[config.mk]
export PLATFORM = sky130hd
export DESIGN_NAME = instr_sequencer
export DESIGN_NICKNAME = d
export VERILOG_FILES = /design/src/rtl/instr_sequencer.sv
export SDC_FILE = /design/constraint.sdc
export NUM_CORES = 1
export LEC_CHECK = 0
export ABC_AREA = 1
export CAP_MARGIN = 40
export CORE_MARGIN = 2
export CORE_UTILIZATION = 40
export DETAILED_ROUTE_END_ITERATION = 6
export PLACE_DENSITY = 0.86
export SYNTH_ARGS = -nofsm -noshare
export SYNTH_HDL_FRONTEND = slang
export SYNTH_SLANG_ARGS = --single-unit
[constraint.sdc]
create_clock -name CLKb -period 4 [get_ports CLKb]
set_input_delay 0.8 -clock CLKb [delete_from_list [all_inputs] [get_ports CLKb]]
set_output_delay 0.8 -clock CLKb [all_outputs]
set_load 0.1 [all_outputs]
[src/rtl/instr_sequencer.sv]
// ---------------------------------------------------------------------------
// instr_sequencer -- timestep control unit for a simple bus-based processor.
//
// A two-bit timestep FSM (T0..T3) walks each instruction through its bus
// transfers. All control outputs are combinational from the current timestep
// and the instruction word. The instruction register captures on the falling
// edge, so Instr is already stable when T1 begins.
//
// Optional feature: define ILLEGAL_TRAP_EN to trap illegal opcodes (1xxx).
// The trap raises a sticky Illegal flag and parks the FSM in T1 until Clear.
// When the macro is undefined, illegal opcodes run as a one-step NOP.
//
// Ports
//   CLKb     in   1  clock; state updates on the rising edge
//   Clear    in   1  asynchronous active-high reset; forces all outputs to 0
//   Run      in   1  start request, sampled only in T0
//   Instr    in  10  [9:6] opcode, [5:3] Rx, [2:0] Ry
//   IR_EN    out  1  instruction register load enable (equals Run in T0)
//   Rin      out  8  one-hot register write enables
//   Rout     out  8  one-hot register bus-drive enables
//   Ain      out  1  A register load
//   Gin      out  1  G register load
//   Gout     out  1  G register bus drive
//   ExtOut   out  1  immediate (zero-extended Ry) bus drive
//   ALUcont  out  4  ALU operation select; 0 whenever Gin is 0
//   Done     out  1  final step of the current instruction
//   Tstep    out  2  current timestep
//   Illegal  out  1  illegal-opcode trap flag (tied 0 without the trap)
// ---------------------------------------------------------------------------
module instr_sequencer (
  input  logic       CLKb,
  input  logic       Clear,
  input  logic       Run,
  input  logic [9:0] Instr,
  output logic       IR_EN,
  output logic [7:0] Rin,
  output logic [7:0] Rout,
  output logic       Ain,
  output logic       Gin,
  output logic       Gout,
  output logic       ExtOut,
  output logic [3:0] ALUcont,
  output logic       Done,
  output logic [1:0] Tstep,
  output logic       Illegal
);

  localparam logic [1:0] T0 = 2'b00;
  localparam logic [1:0] T1 = 2'b01;
  localparam logic [1:0] T2 = 2'b10;
  localparam logic [1:0] T3 = 2'b11;

  localparam logic [3:0] OP_MOV = 4'b0000;
  localparam logic [3:0] OP_LDI = 4'b0001;
  localparam logic [3:0] OP_ADD = 4'b0010;
  localparam logic [3:0] OP_SUB = 4'b0011;
  localparam logic [3:0] OP_AND = 4'b0100;
  localparam logic [3:0] OP_OR  = 4'b0101;
  localparam logic [3:0] OP_XOR = 4'b0110;
  localparam logic [3:0] OP_NOT = 4'b0111;

  localparam logic [3:0] ALU_ADD = 4'b0000;
  localparam logic [3:0] ALU_SUB = 4'b0001;
  localparam logic [3:0] ALU_AND = 4'b0010;
  localparam logic [3:0] ALU_OR  = 4'b0011;
  localparam logic [3:0] ALU_XOR = 4'b0100;
  localparam logic [3:0] ALU_NOT = 4'b0101;

  logic [1:0] state;
  logic [1:0] state_next;
  logic [3:0] opcode;
  logic [7:0] rx_hot;
  logic [7:0] ry_hot;
  logic       op_illegal;
  logic       trap_hold;
  logic [3:0] alu_sel;

  assign opcode     = Instr[9:6];
  assign rx_hot     = 8'd1 << Instr[5:3];
  assign ry_hot     = 8'd1 << Instr[2:0];
  assign op_illegal = opcode[3];
  assign Tstep      = state;

`ifdef ILLEGAL_TRAP_EN
  logic illegal_q;

  always_ff @(posedge CLKb or posedge Clear) begin
    if (Clear) begin
      illegal_q <= 1'b0;
    end else if (state == T1 && op_illegal) begin
      illegal_q <= 1'b1;
    end
  end

  // The flag shows in the very first T1 cycle, not one edge later.
  assign trap_hold = op_illegal;
  assign Illegal   = !Clear && (illegal_q || (state == T1 && op_illegal));
`else
  assign trap_hold = 1'b0;
  assign Illegal   = 1'b0;
`endif

  // NOTE: sequential state is updated with non-blocking assignments so every
  // flop samples the pre-edge values, independent of block ordering.
  always_ff @(posedge CLKb or posedge Clear) begin
    if (Clear) begin
      state <= T0;
    end else begin
      state <= state_next;
    end
  end

  always_comb begin
    alu_sel = ALU_ADD;
    case (opcode)
      OP_ADD:  alu_sel = ALU_ADD;
      OP_SUB:  alu_sel = ALU_SUB;
      OP_AND:  alu_sel = ALU_AND;
      OP_OR:   alu_sel = ALU_OR;
      OP_XOR:  alu_sel = ALU_XOR;
      OP_NOT:  alu_sel = ALU_NOT;
      default: alu_sel = ALU_ADD;
    endcase
  end

  always_comb begin
    // NOTE: every output gets a default before the case so no path can
    // leave a signal unassigned and infer a latch.
    state_next = state;
    IR_EN      = 1'b0;
    Rin        = 8'd0;
    Rout       = 8'd0;
    Ain        = 1'b0;
    Gin        = 1'b0;
    Gout       = 1'b0;
    ExtOut     = 1'b0;
    ALUcont    = ALU_ADD;
    Done       = 1'b0;

    case (state)
      T0: begin
        IR_EN = Run;
        if (Run) state_next = T1;
      end
      T1: begin
        if (op_illegal) begin
          if (trap_hold) begin
            state_next = T1;
          end else begin
            Done       = 1'b1;
            state_next = T0;
          end
        end else begin
          case (opcode)
            OP_MOV: begin
              Rout       = ry_hot;
              Rin        = rx_hot;
              Done       = 1'b1;
              state_next = T0;
            end
            OP_LDI: begin
              ExtOut     = 1'b1;
              Rin        = rx_hot;
              Done       = 1'b1;
              state_next = T0;
            end
            default: begin
              Rout       = rx_hot;
              Ain        = 1'b1;
              state_next = T2;
            end
          endcase
        end
      end
      T2: begin
        // NOT is unary: G is loaded from A alone, nothing drives the bus.
        if (opcode != OP_NOT) Rout = ry_hot;
        Gin        = 1'b1;
        ALUcont    = alu_sel;
        state_next = T3;
      end
      default: begin
        Gout       = 1'b1;
        Rin        = rx_hot;
        Done       = 1'b1;
        state_next = T0;
      end
    endcase

    // Async Clear already forces T0; this also blanks IR_EN while Clear is high.
    if (Clear) begin
      IR_EN   = 1'b0;
      Rin     = 8'd0;
      Rout    = 8'd0;
      Ain     = 1'b0;
      Gin     = 1'b0;
      Gout    = 1'b0;
      ExtOut  = 1'b0;
      ALUcont = ALU_ADD;
      Done    = 1'b0;
    end
  end

endmodule
==> out/results.ini, run 1 <==
[sta]
final.hold.worst_slack_ps = 592
final_hold_viol_count = 0
setup_violations = 0
postLayoutSetupSlackWorst_ps = 798
max_clock_freq_mhz = 312
final.setup_skew_ps = 6.35
timing.setup.tns_ps = 0
rsz_0062_raised_after_global_routing = false
drv_slew = 0
final.min_clock_period_ps = 3200
timing.final.crit_share_pct = 80.0

[synth]
sequential_element_share_of_the_synthesized_area_pct = 7.27
synth_seq_cells = 2
synth.cell_area_um2 = 688
synth_area_per_cell_um2 = 5.06
yosys_warnings = 0
synth_cell_types = 17
post_synth_inst_count = 136

[cts]
cts_hold_repair.buffers = 0
clock_tree_from_tritoncts = built
worstSkewPairLatency_ps = 240
resize_count_post_cts = 0
cts_max_level = 1
clock_transition_at_the_register_clock_pins_on_the_worst_setup_and_hold_paths_after_cts_ps = 40
clock-sinks = 2
cts_made_buffers = 3
clk_path_buf_depth = 2
clock-root-buffer = sky130_fd_sc_hd__clkbuf_4
cts_setup_buffers = 0

[critical_path]
critPathLaunch = Instr[7]
slowest_delay_ps = 530
crit_path_max_fanout = 11
worst_r2r_start = Tstep[1]
timing.critical_path.from_type = input port
critical_path_class = in -> out
cp.arrival_ps = 2400
worst-endpoint-required_ps = 3200
critical-path-top-cell-by-count = sky130_fd_sc_hd__nand2_1
critical_path_cell_list = clkdlybuf4s50_1 -> inv_2 -> nand2_2 -> nand3_1 -> nand2_1 -> nand2_1 -> a21oi_2 -> buf_12
worst_path_max_delay_cell = sky130_fd_sc_hd__clkdlybuf4s50_1
critical_path.endpoint_type = output pin

[run]
max-cap-violations = 0

[layout]
largest_register_ffs = 2
fillers = 125
finish.instance_area_um2 = 1190
area_delta_synth_final_pct = 73.5
final_net_count = 197
layout-drive-gt1-share_pct = 26.6
final_core_util_pct = 76.6
final_cells = 193
antenna_cells = 0

[routing]
dr_vias = 995
finalWirelength_mm = 2.24
route.detailed.vias_per_inst = 5.16
met2RoutedLength_mm = 1.14
detail_route.wirelength.met1_um = 906
drtPass1Iterations = 4
drt_first_iter_violations = 33
route.detailed.drc = 0
met3_wirelength_um = 171
route.top_layer_used = met4
route.detailed.wl_per_inst_um = 11.6
drt.antenna.violating_nets = 0

[power_and_ir_drop]
total_power_uw = 555
cellPowerDensity_nw_per_um2 = 465
total_leakage_power_nw = 0.602
vdd_ir_drop_max_mv = 0.552

[floorplanning]
rows = 14
top_level_ports = 42
die-area_um2 = 2070
die-height_um = 45.5
starting_density_of_the_core_pct = 44.1
placeableCoreArea_um2 = 1560
die_width_um = 45.5

[global_routing]
grt_pass1_vias = 924
grt_usage_pct = 24.3
grt_max_degree = 12
grt_pass1_wl_mm = 3.71
antenna_violations_before_repair = 0
grt.overflow.total = 0

[placement]
hpwl_mm = 1.86
dpl_worst_slack_ps = 788
placement.io_buffers = 39
postPlaceCellArea_um2 = 1170
dp_cells = 190
finalWeightedCongestion = 0.898

[min_path]
hold_path_startpoint = Tstep[0]
hold_path_class = reg -> reg

[status]
status = complete, no violations

## layout by cell type, fill, tap and decap left out
master	instances
sky130_fd_sc_hd__a21oi_2	8
sky130_fd_sc_hd__a31oi_4	1
sky130_fd_sc_hd__buf_12	8
sky130_fd_sc_hd__buf_4	17
sky130_fd_sc_hd__buf_8	2
sky130_fd_sc_hd__clkbuf_4	3
sky130_fd_sc_hd__clkdlybuf4s50_1	14
sky130_fd_sc_hd__conb_1	2
sky130_fd_sc_hd__dfrtp_1	2
sky130_fd_sc_hd__ha_1	5
sky130_fd_sc_hd__inv_1	15
sky130_fd_sc_hd__inv_2	2
sky130_fd_sc_hd__nand2_1	42
sky130_fd_sc_hd__nand2_2	2
sky130_fd_sc_hd__nand3_1	20
sky130_fd_sc_hd__nor2_1	26
sky130_fd_sc_hd__nor2_2	4
sky130_fd_sc_hd__o21ai_0	2
sky130_fd_sc_hd__o31ai_1	2
## worst paths after layout
kind	to	slack [ps]	depth (start not counted)
setup / recovery	Rout[4]	800	8
hold / removal	Tstep[0]	590	2
hold reg to reg	Tstep[0]	590	2
min in group asynchronous	Tstep[0]	940	2
max in group asynchronous	Tstep[1]	2860	2
setup reg to reg	Tstep[1]	2310	4
## where the power goes
part | leakage [nW] | switching (mW) | total (mW) | internal, mW
clock network | 0.0138 | 0.0161 | 0.0495 | 0.0335
logic | 0.563 | 0.336 | 0.461 | 0.126
registers | 0.0251 | 0.0146 | 0.0440 | 0.0294
## synth_stat cells
cell type,instances,area share [%]
sky130_fd_sc_hd__nand2_1,42,23
sky130_fd_sc_hd__nor2_1,27,15
sky130_fd_sc_hd__nand3_1,20,15
sky130_fd_sc_hd__inv_1,15,8.2
sky130_fd_sc_hd__a21oi_1,8,5.8
sky130_fd_sc_hd__ha_1,5,9.1
sky130_fd_sc_hd__nor2_2,3,2.7
sky130_fd_sc_hd__buf_4,2,2.2
sky130_fd_sc_hd__dfrtp_1,2,7.3
sky130_fd_sc_hd__inv_2,2,1.1
sky130_fd_sc_hd__nand2_2,2,1.8
sky130_fd_sc_hd__o21ai_0,2,1.5
sky130_fd_sc_hd__o31ai_1,2,2.2
sky130_fd_sc_hd__a31oi_4,1,3.1
sky130_fd_sc_hd__buf_2,1,0.73
sky130_fd_sc_hd__buf_6,1,1.6
sky130_fd_sc_hd__conb_1,1,0.54
## worst max-delay path, delay by kind of cell
| kind | cells | cell delay, ps |
|---|---|---|
| AND/OR/NAND/NOR | 4 | 610 |
| buffers and inverters | 3 | 790 |
| AO/OA/AOI/OAI | 1 | 190 |
## layout make-up
type / count / area, um2 / share of cell area (%)
multi-input combinational: 114 / 579 / 48.5
timing repair buffer: 41 / 458 / 38.4
inverter: 17 / 63.8 / 5.35
sequential: 2 / 50.0 / 4.19
clock buffer: 3 / 22.5 / 1.89
tap: 16 / 20.0 / 1.68
## cell families (layout without fill, tap and decap cells)
logic type | Yosys count | after routing | share of synthesized area, %
AOI/OAI and AO/OA | 13 | 13 | 12.5
and+or+nand+nor | 94 | 94 | 56.7
adders and majority gates | 5 | 5 | 9.09
buffers and inverters | 21 | 61 | 13.8
other | 1 | 2 | 0.545
DFF | 2 | 2 | 7.27
## metal layers
layer  track usage (%)  vias up
li1                  -      508
met1              29.5      438
met2              41.7       46
met3              2.78        3
met4              12.4        0
met5                 0        -
(Power assumes the default switching activity.)
==> run 2: changes to the inputs <==
CORE_UTILIZATION = 37   (was 40)
PLACE_DENSITY = 0.8   (was 0.86)
clock period = 3.3 ns   (was 4 ns; I/O delays follow)
==> run 2 against run 1 <==
First-iteration DRC count fell by 55%. Clock skew rose by 5.9 ps. Non-clock buffer count did not move. Critical path depth did not move. Count of clock-buffer cells in the layout rose by 1. Final cell count rose by 5.2%.
==> out/results.ini, run 2 (same netlist as run 1, synthesis figures left out) <==
[cts]
clock_tree_from_tritoncts = built
resize_count_post_cts = 0
cts_max_level = 1
cts_setup_buffers = 0
clock-sinks = 2
clock_transition_at_the_register_clock_pins_on_the_worst_setup_and_hold_paths_after_cts_ps = 40
worstSkewPairLatency_ps = 230
cts_hold_repair.buffers = 0
clk_path_buf_depth = 2
cts_made_buffers = 3
clock-root-buffer = sky130_fd_sc_hd__clkbuf_4

[critical_path]
critical_path.endpoint_type = output pin
regToRegEndpoint = Tstep[1]
reg2reg_setup_slack_ps = 1550
cp.arrival_ps = 2380
reg2regPathDepth = 4
crit_path_max_fanout = 11
critical_path_class = in -> out
worst_r2r_start = Tstep[1]
worst-endpoint-required_ps = 2640
timing.critical_path.from_type = input port

[layout]
area_delta_synth_final_pct = 123
layout-drive-gt1-share_pct = 36.5
final_common_cell = sky130_fd_sc_hd__nand2_1
layout.cells.most_common_list = sky130_fd_sc_hd__nand2_1, sky130_fd_sc_hd__buf_12, sky130_fd_sc_hd__nand3_1, sky130_fd_sc_hd__inv_1
final_net_count = 197
antenna_cells = 0
fillers = 94
largest_register_ffs = 2
finish.instance_area_um2 = 1530

[power_and_ir_drop]
cellPowerDensity_nw_per_um2 = 487
total_power_uw = 746
total_leakage_power_nw = 0.633
vdd_ir_drop_max_mv = 0.598

[sta]
setup_violations = 0
final.setup_skew_ps = 12.3
final.min_clock_period_ps = 3040
drv_slew = 0
timing.final.crit_share_pct = 92.2
max_clock_freq_mhz = 329
rsz_0062_raised_after_global_routing = false
final_hold_viol_count = 0
postLayoutSetupSlackWorst_ps = 258
timing.setup.tns_ps = 0

[routing]
dr_vias = 1039
drt_first_iter_violations = 15
drtPass1Iterations = 4
route.detailed.wl_per_inst_um = 13.3
route.detailed.vias_per_inst = 5.12
route.detailed.drc = 0
finalWirelength_mm = 2.70
drt.antenna.violating_nets = 0

[placement]
hpwl_mm = 2.20
placement.io_buffers = 39
postPlaceCellArea_um2 = 1510
finalWeightedCongestion = 0.922
dpl_worst_slack_ps = 257

[min_path]
hold_path_depth = 1
hold_path_startpoint = Tstep[1]
hold_path_class = reg -> reg
worst_hold_path.endpoint = Tstep[1]

[global_routing]
grt_pass1_vias = 1050
antenna_violations_before_repair = 0
grt_pass1_wl_mm = 4.53
grt_usage_pct = 28.3
grt_max_degree = 12
grt.overflow.total = 0

[floorplanning]
die_width_um = 47.1
die-height_um = 47.1
placeableCoreArea_um2 = 1750
rows = 15
starting_density_of_the_core_pct = 39.4
die-area_um2 = 2220
top_level_ports = 42

[run]
max-cap-violations = 0

[status]
status = complete, no violations

[run 2: cell types whose count changed in the layout (fill, tap and decap cells not counted), sizes merged]
| cell | before | now |
|---|---|---|
| clkbuf | 3 | 4 |
| inv | 17 | 16 |
| clkinvlp | 0 | 1 |
| clkdlybuf4s50 | 14 | 12 |
| buf | 27 | 29 |
[run 2: layer usage]
layer / wire (um) / track usage [%]
met1: 1030 / 31.4
met3: 183 / 6.15
met2: 1420 / 52.1
met5: 0 / 0
met4: 74 / 11.1
[run 2: power breakdown]
part	total, mW	internal (mW)	leakage, nW	switching, mW
clock	0.0607	0.0450	0.0150	0.0157
combinational	0.628	0.167	0.595	0.461
sequential	0.0570	0.0365	0.0237	0.0205
total	0.746	0.248	0.633	0.498
[run 2: layout make-up]
class / count / area (um2) / area share, %
Clock buffer: 4 / 26.3 / 1.72
Inverter: 17 / 67.6 / 4.41
Multi-Input combinational cell: 114 / 729 / 47.6
Sequential cell: 2 / 51.3 / 3.35
Tap cell: 25 / 31.3 / 2.04
Timing Repair Buffer: 41 / 626 / 40.8
[run 2: worst max-delay path by stage]
stage / slack [ps] / endpoint / startpoint / depth (start not counted)
after floorplan: 10 / ALUcont[1] / Tstep[0] / 7
after global placement: 380 / Rout[1] / Instr[7] / 8
after detailed placement: 260 / Rout[3] / Instr[7] / 8
after CTS: 260 / Rout[3] / Instr[7] / 8
after global routing: 130 / Rout[5] / Instr[7] / 8
final: 260 / Rout[3] / Instr[7] / 8
[run 2: per-stage QoR]
| step | utilization [%] | cells | hold WS, ps |
|---|---|---|---|
| after floorplan | - | 137 | 457 |
| after global placement | 86.2 | 199 | 547 |
| after detailed placement | 86.2 | 199 | 554 |
| after CTS | 87.7 | 203 | 584 |
| after global routing | 87.7 | 203 | 625 |
| final | 87.7 | 203 | 604 |
[run 2: critical path, stage by stage]
cell and delay, ps:
sky130_fd_sc_hd__clkdlybuf4s50_1 560, sky130_fd_sc_hd__inv_2 90, sky130_fd_sc_hd__nand2_2 90, sky130_fd_sc_hd__nand3_1 330, sky130_fd_sc_hd__nand2_1 190, sky130_fd_sc_hd__nand2_1 110
sky130_fd_sc_hd__a21oi_4 160, sky130_fd_sc_hd__buf_12 190
==> run 3: changes to the inputs <==
CTS_CLUSTER_DIAMETER = 50   (was default)
==> results of run 3 <==
Same layout as run 2: the final DEF is identical, and so are final timing and power.
